[src/rtl/display_scan_ctrl.sv]
// Eight-digit multiplexed 7-segment scan controller.
// Each digit owns a slot of DIV clocks; the first GAP clocks of a slot keep all
// anodes off (ghosting guard) while the hex code is already presented. New
// display contents are staged in a pending register and committed only at the
// 7->0 digit wrap so a frame never shows a mix of old and new data.
module display_scan_ctrl #(
    parameter int DIV = 100000,
    parameter int GAP = 16
) (
    input  logic        clk,
    input  logic        rst,
    input  logic [31:0] data_in,
    input  logic [7:0]  dp_in,
    input  logic [7:0]  blank_in,
    input  logic        load,
    output logic        ack,
    output logic [7:0]  an,
    output logic [3:0]  code,
    output logic        dp_n,
    output logic        frame
);

    localparam int CW = (DIV > 1) ? $clog2(DIV) : 1;

    typedef enum logic {
        ST_GAP   = 1'b0,
        ST_DRIVE = 1'b1
    } state_t;

    // Scan position and FSM state
    logic [CW-1:0] r_cnt;
    logic [2:0]    r_idx;
    state_t        r_state;

    // Displayed and pending content
    logic [31:0]   r_disp_data;
    logic [7:0]    r_disp_dp;
    logic [7:0]    r_disp_blank;
    logic [31:0]   r_pend_data;
    logic [7:0]    r_pend_dp;
    logic [7:0]    r_pend_blank;
    logic          r_pend_valid;

    // Output registers
    logic [7:0]    r_an;
    logic [3:0]    r_code;
    logic          r_dp_n;
    logic          r_ack;
    logic          r_frame;

    // Next-cycle values
    logic          w_wrap;
    logic          w_commit_edge;
    logic          w_do_commit;
    logic [CW-1:0] w_cnt_next;
    logic [2:0]    w_idx_next;
    state_t        w_state_next;
    logic [31:0]   w_disp_data_next;
    logic [7:0]    w_disp_dp_next;
    logic [7:0]    w_disp_blank_next;
    logic [7:0]    w_an_next;
    logic [3:0]    w_code_next;
    logic          w_dp_n_next;

    // Slot counter / digit index sequencing and commit qualification
    always_comb begin
        w_wrap        = (r_cnt == CW'(DIV - 1));
        w_commit_edge = w_wrap && (r_idx == 3'd7);
        w_do_commit   = w_commit_edge && r_pend_valid;
        if (w_wrap) begin
            w_cnt_next = {CW{1'b0}};
            w_idx_next = r_idx + 3'd1;
        end else begin
            w_cnt_next = r_cnt + CW'(1);
            w_idx_next = r_idx;
        end
    end

    // FSM next state: blanking gap at slot start, then drive until the wrap
    always_comb begin
        w_state_next = r_state;
        case (r_state)
            ST_GAP: begin
                if (r_cnt == CW'(GAP - 1)) begin
                    w_state_next = ST_DRIVE;
                end else begin
                    w_state_next = ST_GAP;
                end
            end
            ST_DRIVE: begin
                if (w_wrap) begin
                    w_state_next = ST_GAP;
                end else begin
                    w_state_next = ST_DRIVE;
                end
            end
            default: w_state_next = ST_GAP;
        endcase
    end

    // Content that will be displayed after this edge (pending copies in at commit)
    always_comb begin
        if (w_do_commit) begin
            w_disp_data_next  = r_pend_data;
            w_disp_dp_next    = r_pend_dp;
            w_disp_blank_next = r_pend_blank;
        end else begin
            w_disp_data_next  = r_disp_data;
            w_disp_dp_next    = r_disp_dp;
            w_disp_blank_next = r_disp_blank;
        end
    end

    // Output decode from next state/index so outputs move with the state edge
    always_comb begin
        w_an_next   = 8'hFF;
        w_dp_n_next = 1'b1;
        w_code_next = w_disp_data_next[{w_idx_next, 2'b00} +: 4];
        if ((w_state_next == ST_DRIVE) && !w_disp_blank_next[w_idx_next]) begin
            w_an_next   = ~(8'h01 << w_idx_next);
            w_dp_n_next = ~w_disp_dp_next[w_idx_next];
        end else begin
            w_an_next   = 8'hFF;
            w_dp_n_next = 1'b1;
        end
    end

    // FSM state register
    always_ff @(posedge clk or posedge rst) begin
        if (rst) begin
            r_state <= ST_GAP;
        end else begin
            r_state <= w_state_next;
        end
    end

    // Slot counter and digit index
    always_ff @(posedge clk or posedge rst) begin
        if (rst) begin
            r_cnt <= {CW{1'b0}};
            r_idx <= 3'd0;
        end else begin
            r_cnt <= w_cnt_next;
            r_idx <= w_idx_next;
        end
    end

    // Pending register: latest load wins; a load on the commit edge re-arms it
    always_ff @(posedge clk or posedge rst) begin
        if (rst) begin
            r_pend_data  <= 32'h0000_0000;
            r_pend_dp    <= 8'h00;
            r_pend_blank <= 8'h00;
            r_pend_valid <= 1'b0;
        end else if (load) begin
            r_pend_data  <= data_in;
            r_pend_dp    <= dp_in;
            r_pend_blank <= blank_in;
            r_pend_valid <= 1'b1;
        end else if (w_do_commit) begin
            r_pend_valid <= 1'b0;
        end else begin
            r_pend_valid <= r_pend_valid;
        end
    end

    // Displayed register
    always_ff @(posedge clk or posedge rst) begin
        if (rst) begin
            r_disp_data  <= 32'h0000_0000;
            r_disp_dp    <= 8'h00;
            r_disp_blank <= 8'h00;
        end else begin
            r_disp_data  <= w_disp_data_next;
            r_disp_dp    <= w_disp_dp_next;
            r_disp_blank <= w_disp_blank_next;
        end
    end

    // Registered outputs; frame and ack both mark the first cycle of digit 0
    always_ff @(posedge clk or posedge rst) begin
        if (rst) begin
            r_an    <= 8'hFF;
            r_code  <= 4'h0;
            r_dp_n  <= 1'b1;
            r_ack   <= 1'b0;
            r_frame <= 1'b0;
        end else begin
            r_an    <= w_an_next;
            r_code  <= w_code_next;
            r_dp_n  <= w_dp_n_next;
            r_ack   <= w_do_commit;
            r_frame <= w_commit_edge;
        end
    end

    assign an    = r_an;
    assign code  = r_code;
    assign dp_n  = r_dp_n;
    assign ack   = r_ack;
    assign frame = r_frame;

endmodule

[config.mk]
export PLATFORM = sky130hd
export DESIGN_NAME = display_scan_ctrl
export DESIGN_NICKNAME = d
export VERILOG_FILES = /design/src/rtl/display_scan_ctrl.sv
export SDC_FILE = /design/constraint.sdc
export NUM_CORES = 1
export LEC_CHECK = 0
export ABC_CLOCK_PERIOD_IN_PS = 4570
export CORE_ASPECT_RATIO = 1.1
export CORE_MARGIN = 3
export CORE_UTILIZATION = 55
export DETAILED_ROUTE_END_ITERATION = 7
export DONT_BUFFER_PORTS = 1
export GPL_ROUTABILITY_DRIVEN = 0
export MAX_ROUTING_LAYER = met4
export PLACE_DENSITY = 0.82
export SYNTH_ARGS = -nofsm -noshare
export SYNTH_HDL_FRONTEND = slang
export SYNTH_SLANG_ARGS = --single-unit
[constraint.sdc]
create_clock -name clk -period 4.57 [get_ports clk]
set_input_delay 1.1425 -clock clk [delete_from_list [all_inputs] [get_ports clk]]
set_output_delay 1.1425 -clock clk [all_outputs]
set_load 0.005 [all_outputs]
==> flow_metrics.tcl, run 1 <==
set metrics [dict create \
    status "finished, final reports clean" \
    die_y_um 113 \
    worst-path-stages 9 \
    ys_async_sr_fraction 1.00 \
    yosysTopAreaCell "dfrtp_1" \
    drt_iter0_drc 299 \
    cp_data_required_time_ns 4.98 \
    syn_inst 463 \
    fmax_mhz 283 \
    core_area_um2 9980 \
    route.detailed.drc 0 \
    clockRootBuffer "clkbuf_8" \
    synth_top_area_frac 0.545 \
    htreeDepth 4 \
    portBuffers 0 \
    hold_viol_final 0 \
    ys_types 53 \
    clk_pin_slew_ns 0.06 \
    via_per_inst 6.22 \
    clk_latency_ns 0.53 \
    fin_util 0.651 \
    arrival_ns 3.95 \
    syn_to_final_growth_pct 14.2 \
    p_total_mw 2.92 \
    clockBufferDepth 2 \
    synth_edf_count 0 \
    n_antenna_cell 0 \
    grt.total_usage 0.233 \
    worst-setup-path-type "reg -> reg" \
    yosys_warnings 0 \
    min_period_over_period 0.774 \
    start_util 0.570 \
    start_kind "flip-flop" \
    synth_ff_type "dfrtp_1" \
    fin_tns_setup_ns 0 \
    tightest_slew_ns 1.15 \
    cts_resized 0 \
    cap_violations 0 \
    first_pass_iters 5 \
    ctsHoldBuffers 0 \
    hold_path_class "reg -> reg" \
    gr-usage-met1 0.274 \
    grt_util_met3 0.0838 \
    finalMaxSlewViolations 0 \
    yosysSeqAreaShare 0.586 \
    drive_gt1_frac 0.274 \
    dp_hpwl_um 7760 \
    grt_pass1_vias 3982 \
    cts_tree "yes" \
    syn_area_um2 5690 \
    wl_um 12200 \
    route.antenna.remaining_nets 0 \
    syn_avg_cell_area_um2 12.3 \
    numCtsBuffers 17 \
    clkSinkCount 133 \
    hold_depth 2 \
    die_x_um 103 \
    p_leak_nw 3.05 \
    vias 3741 \
    vdd.ir_drop.worst_mv 0.295 \
    grt_start_max_net_pins 83 \
    crit_path_cell_trace "ha_1, ha_1, and2_1, nand3_1, nor2b_1, nand2_1, nand3_1, o21ai_0, a221oi_1" \
    synth_nets 517 \
    crit_family "simple AND/OR/NAND/NOR gates" \
    ys_top_cells_by_count "dfrtp_1 (124), mux2_2 (71), nand2_1 (71), nand3_1 (17), o21ai_0 (17)" \
    critPathMaxFanout 15 \
    power_density_nw_per_um2 449 \
    cts_setup_buffers 0 \
    synth_seq_cells 133 \
    end_kind "flip-flop" \
    finalCriticalPeriod_ns 3.54 \
    antenna_found_initial 0 \
    slew_headroom 0.230 \
    rr_worst_depth 9 \
    wl_per_cell_um 20.2 \
    setup-violations-final 0 \
    cp_slowest_stage_delay_ns 0.99 \
    skew_ns 0.00837 \
    dieArea_um2 11600 \
    pin_count 66 \
    grt-busiest-layer "met2" \
    grt_pass1_wl_um 19900 \
    synth.most_common_cell "dfrtp_1" \
    synth.area.top_cells "dfrtp_1 (54%), mux2_2 (14%), nand2_1 (4.7%)" \
    rsz0062_at_grt "false" \
    cpMaxStageDelayCell "nor2b_1" \
    num_rows 38 \
    critPathBufInv 0 \
    use_met2 0.363 \
    nets 522 \
    gr-total-overflow 0 \
]
==> sequential cells by signal (all words and copies together) (netlist names) <==
signal        flops
r_disp_data      32
r_pend_data      32
r_cnt            17
an                8
r_disp_blank      8
r_disp_dp         8
r_pend_blank      8
r_pend_dp         8
code              4
r_idx             3
ack               1
dp_n              1
frame             1
r_pend_valid      1
r_state           1
==> metrics by stage <==
| step | setup slack [ns] | hold WS [ns] | instance area, um2 | std cells |
|---|---|---|---|---|
| 5_1_grt | 0.732 | 0.490 | 6500 | 601 |
| 3_3_place_gp | 1.47 | 0.442 | 5800 | 569 |
| 2_1_floorplan | 1.78 | 0.429 | 5700 | 463 |
| 4_1_cts | 1.12 | 0.463 | 6500 | 601 |
| 6_report | 1.03 | 0.460 | 6500 | 601 |
| 3_5_place_dp | 1.21 | 0.450 | 5800 | 569 |
==> cell families after synthesis <==
logic type,share of synthesized area
xor gates and xnor gates,0.0200
muxes,0.154
AOI/OAI and AO/OA,0.0681
adders and majority gates,0.00659
buffers and inverters,0.0196
DFF,0.586
and+or+nand+nor,0.145
==> layer usage <==
layer  wire length (um)  vias to the layer above
met1               4970                     1907
li1                   -                     1664
met4                382                        0
met3                743                       40
met5                  0                        -
met2               6070                      130
==> placed cells by master, fill, tap and decap left out, types with 6 or more instances in the layout <==
| cell type | instances |
|---|---|
| or2_2 | 7 |
| xnor2_1 | 7 |
| nand3_1 | 17 |
| nand2_1 | 71 |
| xor2_1 | 6 |
| a22oi_1 | 7 |
| bufinv_16 | 7 |
| nand4_1 | 12 |
| dfrtp_1 | 124 |
| o21ai_0 | 17 |
| dfstp_2 | 9 |
| inv_1 | 7 |
| clkbuf_16 | 16 |
| mux2_2 | 71 |
| nor2_1 | 11 |
| a221oi_1 | 8 |
==> worst reg2reg max path: cells and delay by family (launching register included) <==
family / cells / cell delay [ns]
adder cells (fa/ha/maj): 2 / 0.37
AO/OA/AOI/OAI: 2 / 0.47
AND/OR/NAND/NOR: 5 / 2.08
flip-flops: 1 / 0.50
==> area by class of cell <==
type                            instances  area, um2
Fill cell                             677       3480
Sequential cell                       133       3340
Multi-Input combinational cell        305       2240
Clock buffer                           20        455
Clock inverter                         12        248
Tap cell                              120        150
Inverter                                9       37.5
Timing Repair Buffer                    2       27.5
==> final timing paths <==
| kind | start | endpoint | slack (ns) |
|---|---|---|---|
| min in group asynchronous | rst | r_disp_dp[1] | 0.73 |
| setup / recovery | r_idx[0] | code[3] | 1.03 |
| hold / removal | r_disp_dp[6] | r_disp_dp[6] | 0.46 |
| setup reg to reg | r_idx[0] | code[3] | 1.03 |
| max in group asynchronous | rst | dp_n | 2.91 |
| hold reg to reg | r_disp_dp[6] | r_disp_dp[6] | 0.46 |
==> where the power goes <==
| group | leakage (nW) | total [mW] | switching (mW) | internal (mW) |
|---|---|---|---|---|
| combinational | 1.02 | 0.0729 | 0.0322 | 0.0407 |
| clock | 0.337 | 1.60 | 0.500 | 1.10 |
| sequential | 1.69 | 1.25 | 0.0273 | 1.22 |
| total | 3.05 | 2.92 | 0.560 | 2.36 |
No activity file was read; power rests on OpenSTA's default activity.
==> inputs of run 2 (changes only) <==
--- a/config.mk
+++ b/config.mk
@@ -5,7 +5,7 @@
 export SDC_FILE = /design/constraint.sdc
 export NUM_CORES = 1
 export LEC_CHECK = 0
-export ABC_CLOCK_PERIOD_IN_PS = 4570
+export ABC_CLOCK_PERIOD_IN_PS = 2900
 export CORE_ASPECT_RATIO = 1.1
 export CORE_MARGIN = 3
 export CORE_UTILIZATION = 55
==> constraint.sdc (replaced) <==
create_clock -name clk -period 2.9 [get_ports clk]
set_input_delay 0.725 -clock clk [delete_from_list [all_inputs] [get_ports clk]]
set_output_delay 0.725 -clock clk [all_outputs]
set_load 0.005 [all_outputs]
==> run 2 against run 1 <==
Compared with the run above: routed wire length shrank 1.5%; worst setup slack worse by 0.89 ns; clock skew increased by 0.00059 ns; design area grew 1.0%; via count fell by 0.45%; highest routed layer unchanged.
==> flow_metrics.tcl, run 2 (synthesis results as in run 1) <==
set metrics [dict create \
    arrival_ns 3.21 \
    dieArea_um2 11600 \
    portBuffers 0 \
    grt_pass1_wl_um 19900 \
    clk_latency_ns 0.54 \
    min_period_over_period 0.951 \
    fin_tns_setup_ns 0 \
    tightest_slew_ns 0.682 \
    core_area_um2 9980 \
    cp_data_required_time_ns 3.35 \
    skew_ns 0.00896 \
    n_antenna_cell 0 \
    cts_tree "yes" \
    nets 534 \
    via_per_inst 6.08 \
    clkSinkCount 133 \
    grt_pass1_vias 3886 \
    htreeDepth 4 \
    wl_per_cell_um 19.5 \
    start_kind "flip-flop" \
    die_x_um 103 \
    vias 3724 \
    pin_count 66 \
    die_y_um 113 \
    hold_path_class "in -> async" \
    numCtsBuffers 17 \
    cap_violations 0 \
    rsz0062_at_grt "false" \
    ctsHoldBuffers 0 \
    hold_viol_final 0 \
    setup-violations-final 0 \
    end_kind "flip-flop" \
    regArea_um2 3340 \
    route.antenna.remaining_nets 0 \
    clk_pin_slew_ns 0.06 \
    syn_to_final_growth_pct 15.3 \
    start_util 0.570 \
    place_inst 580 \
    grt.total_usage 0.233 \
    dp_hpwl_um 7700 \
    biggestRegsByFlops "r_disp_data x32, r_pend_data x32, r_cnt x17" \
    final_common_cell "dfrtp_1" \
    status "finished, final reports clean" \
    worst-setup-path-type "reg -> reg" \
    first_pass_iters 5 \
    layout_common_cells "dfrtp_1 (124), mux2_2 (71), nand2_1 (70), clkbuf_16 (16), o21ai_0 (15)" \
    drt_iter0_drc 203 \
    layout.cells.non_filler 613 \
    fmax_mhz 363 \
    antenna_found_initial 0 \
    grt_start_max_net_pins 134 \
    route.detailed.drc 0 \
    power_density_nw_per_um2 674 \
    wl_um 12000 \
    drive_gt1_frac 0.304 \
    multiInputGateArea_um2 2270 \
    clockRootBuffer "clkbuf_8" \
    fillers 726 \
    vdd.ir_drop.worst_mv 0.360 \
    p_leak_nw 3.09 \
    gr-total-overflow 0 \
    finalCriticalPeriod_ns 2.76 \
    slew_headroom 0.545 \
    finalMaxSlewViolations 0 \
    num_rows 38 \
    critPathMaxFanout 7 \
    clockBufferDepth 2 \
]
==> run 2: metrics by stage <==
step                setup WS [ns]  hold slack, ns  area (um2)  power (mW)  utilization
detailed placement         0.0507           0.450        5880        2.11        0.589
global placement            0.157           0.443        5880        2.11        0.589
floorplan                   0.393           0.429        5700        2.09            -
CTS                        0.0215           0.293        6540        4.46        0.655
finish                      0.143           0.244        6570        4.43        0.658
global route              0.00394           0.310        6570        4.56        0.658
==> run 2: what timing repair did <==
item | in CTS | in global routing
endpoints found under the setup margin | 1 | 13
resized for setup | 1 | 7
setup buffers | 0 | 1
pin swaps | 0 | 0
==> run 2: worst max-delay path, stage by stage (launching register included) <==
cell and delay (ns):
dfrtp_1 0.40, ha_1 0.29, and4_1 0.35, nand3_2 0.19
buf_4 0.21, o21ai_0 0.27, a22oi_1 0.16, a2111oi_2 0.39
nand3_1 0.21, nand2b_1 0.20
==> run 2: path summary, 6_finish.rpt <==
kind                            startpoint  cells past startpoint               to  slack, ns
max                               r_cnt[0]                      9            an[0]       0.14
min                                    rst                      2  r_pend_blank[4]       0.24
max reg2reg                       r_cnt[0]                      9            an[0]       0.14
min reg2reg                r_disp_data[24]                      2  r_disp_data[24]       0.46
max in group asynchronous              rst                      2        r_cnt[12]       2.14
min in group clk                      load                      1     r_pend_valid       0.33
==> run 2: layout make-up <==
class                           instances  share of cell area
Clock buffer                           20              0.0694
Clock inverter                         12              0.0303
Sequential cell                       133               0.509
Tap cell                              120              0.0229
Multi-Input combinational cell        305               0.345
Inverter                                9             0.00572
Timing Repair Buffer                   14              0.0179
==> run 2: metal layers <==
metal  up-vias  routed length [um]  track usage
met5         -                   0            -
met1      1865                4840        0.279
met4         0                 320       0.0993
met2       146                6140        0.368
li1       1681                   -            -
met3        32                 679       0.0654
==> run 2: power by group <==
group	leakage (nW)	switching, mW	total (mW)	internal [mW]
clock	0.321	0.795	2.35	1.55
combinational	1.08	0.0479	0.112	0.0641
sequential	1.69	0.0418	1.97	1.92
total	3.09	0.885	4.43	3.54
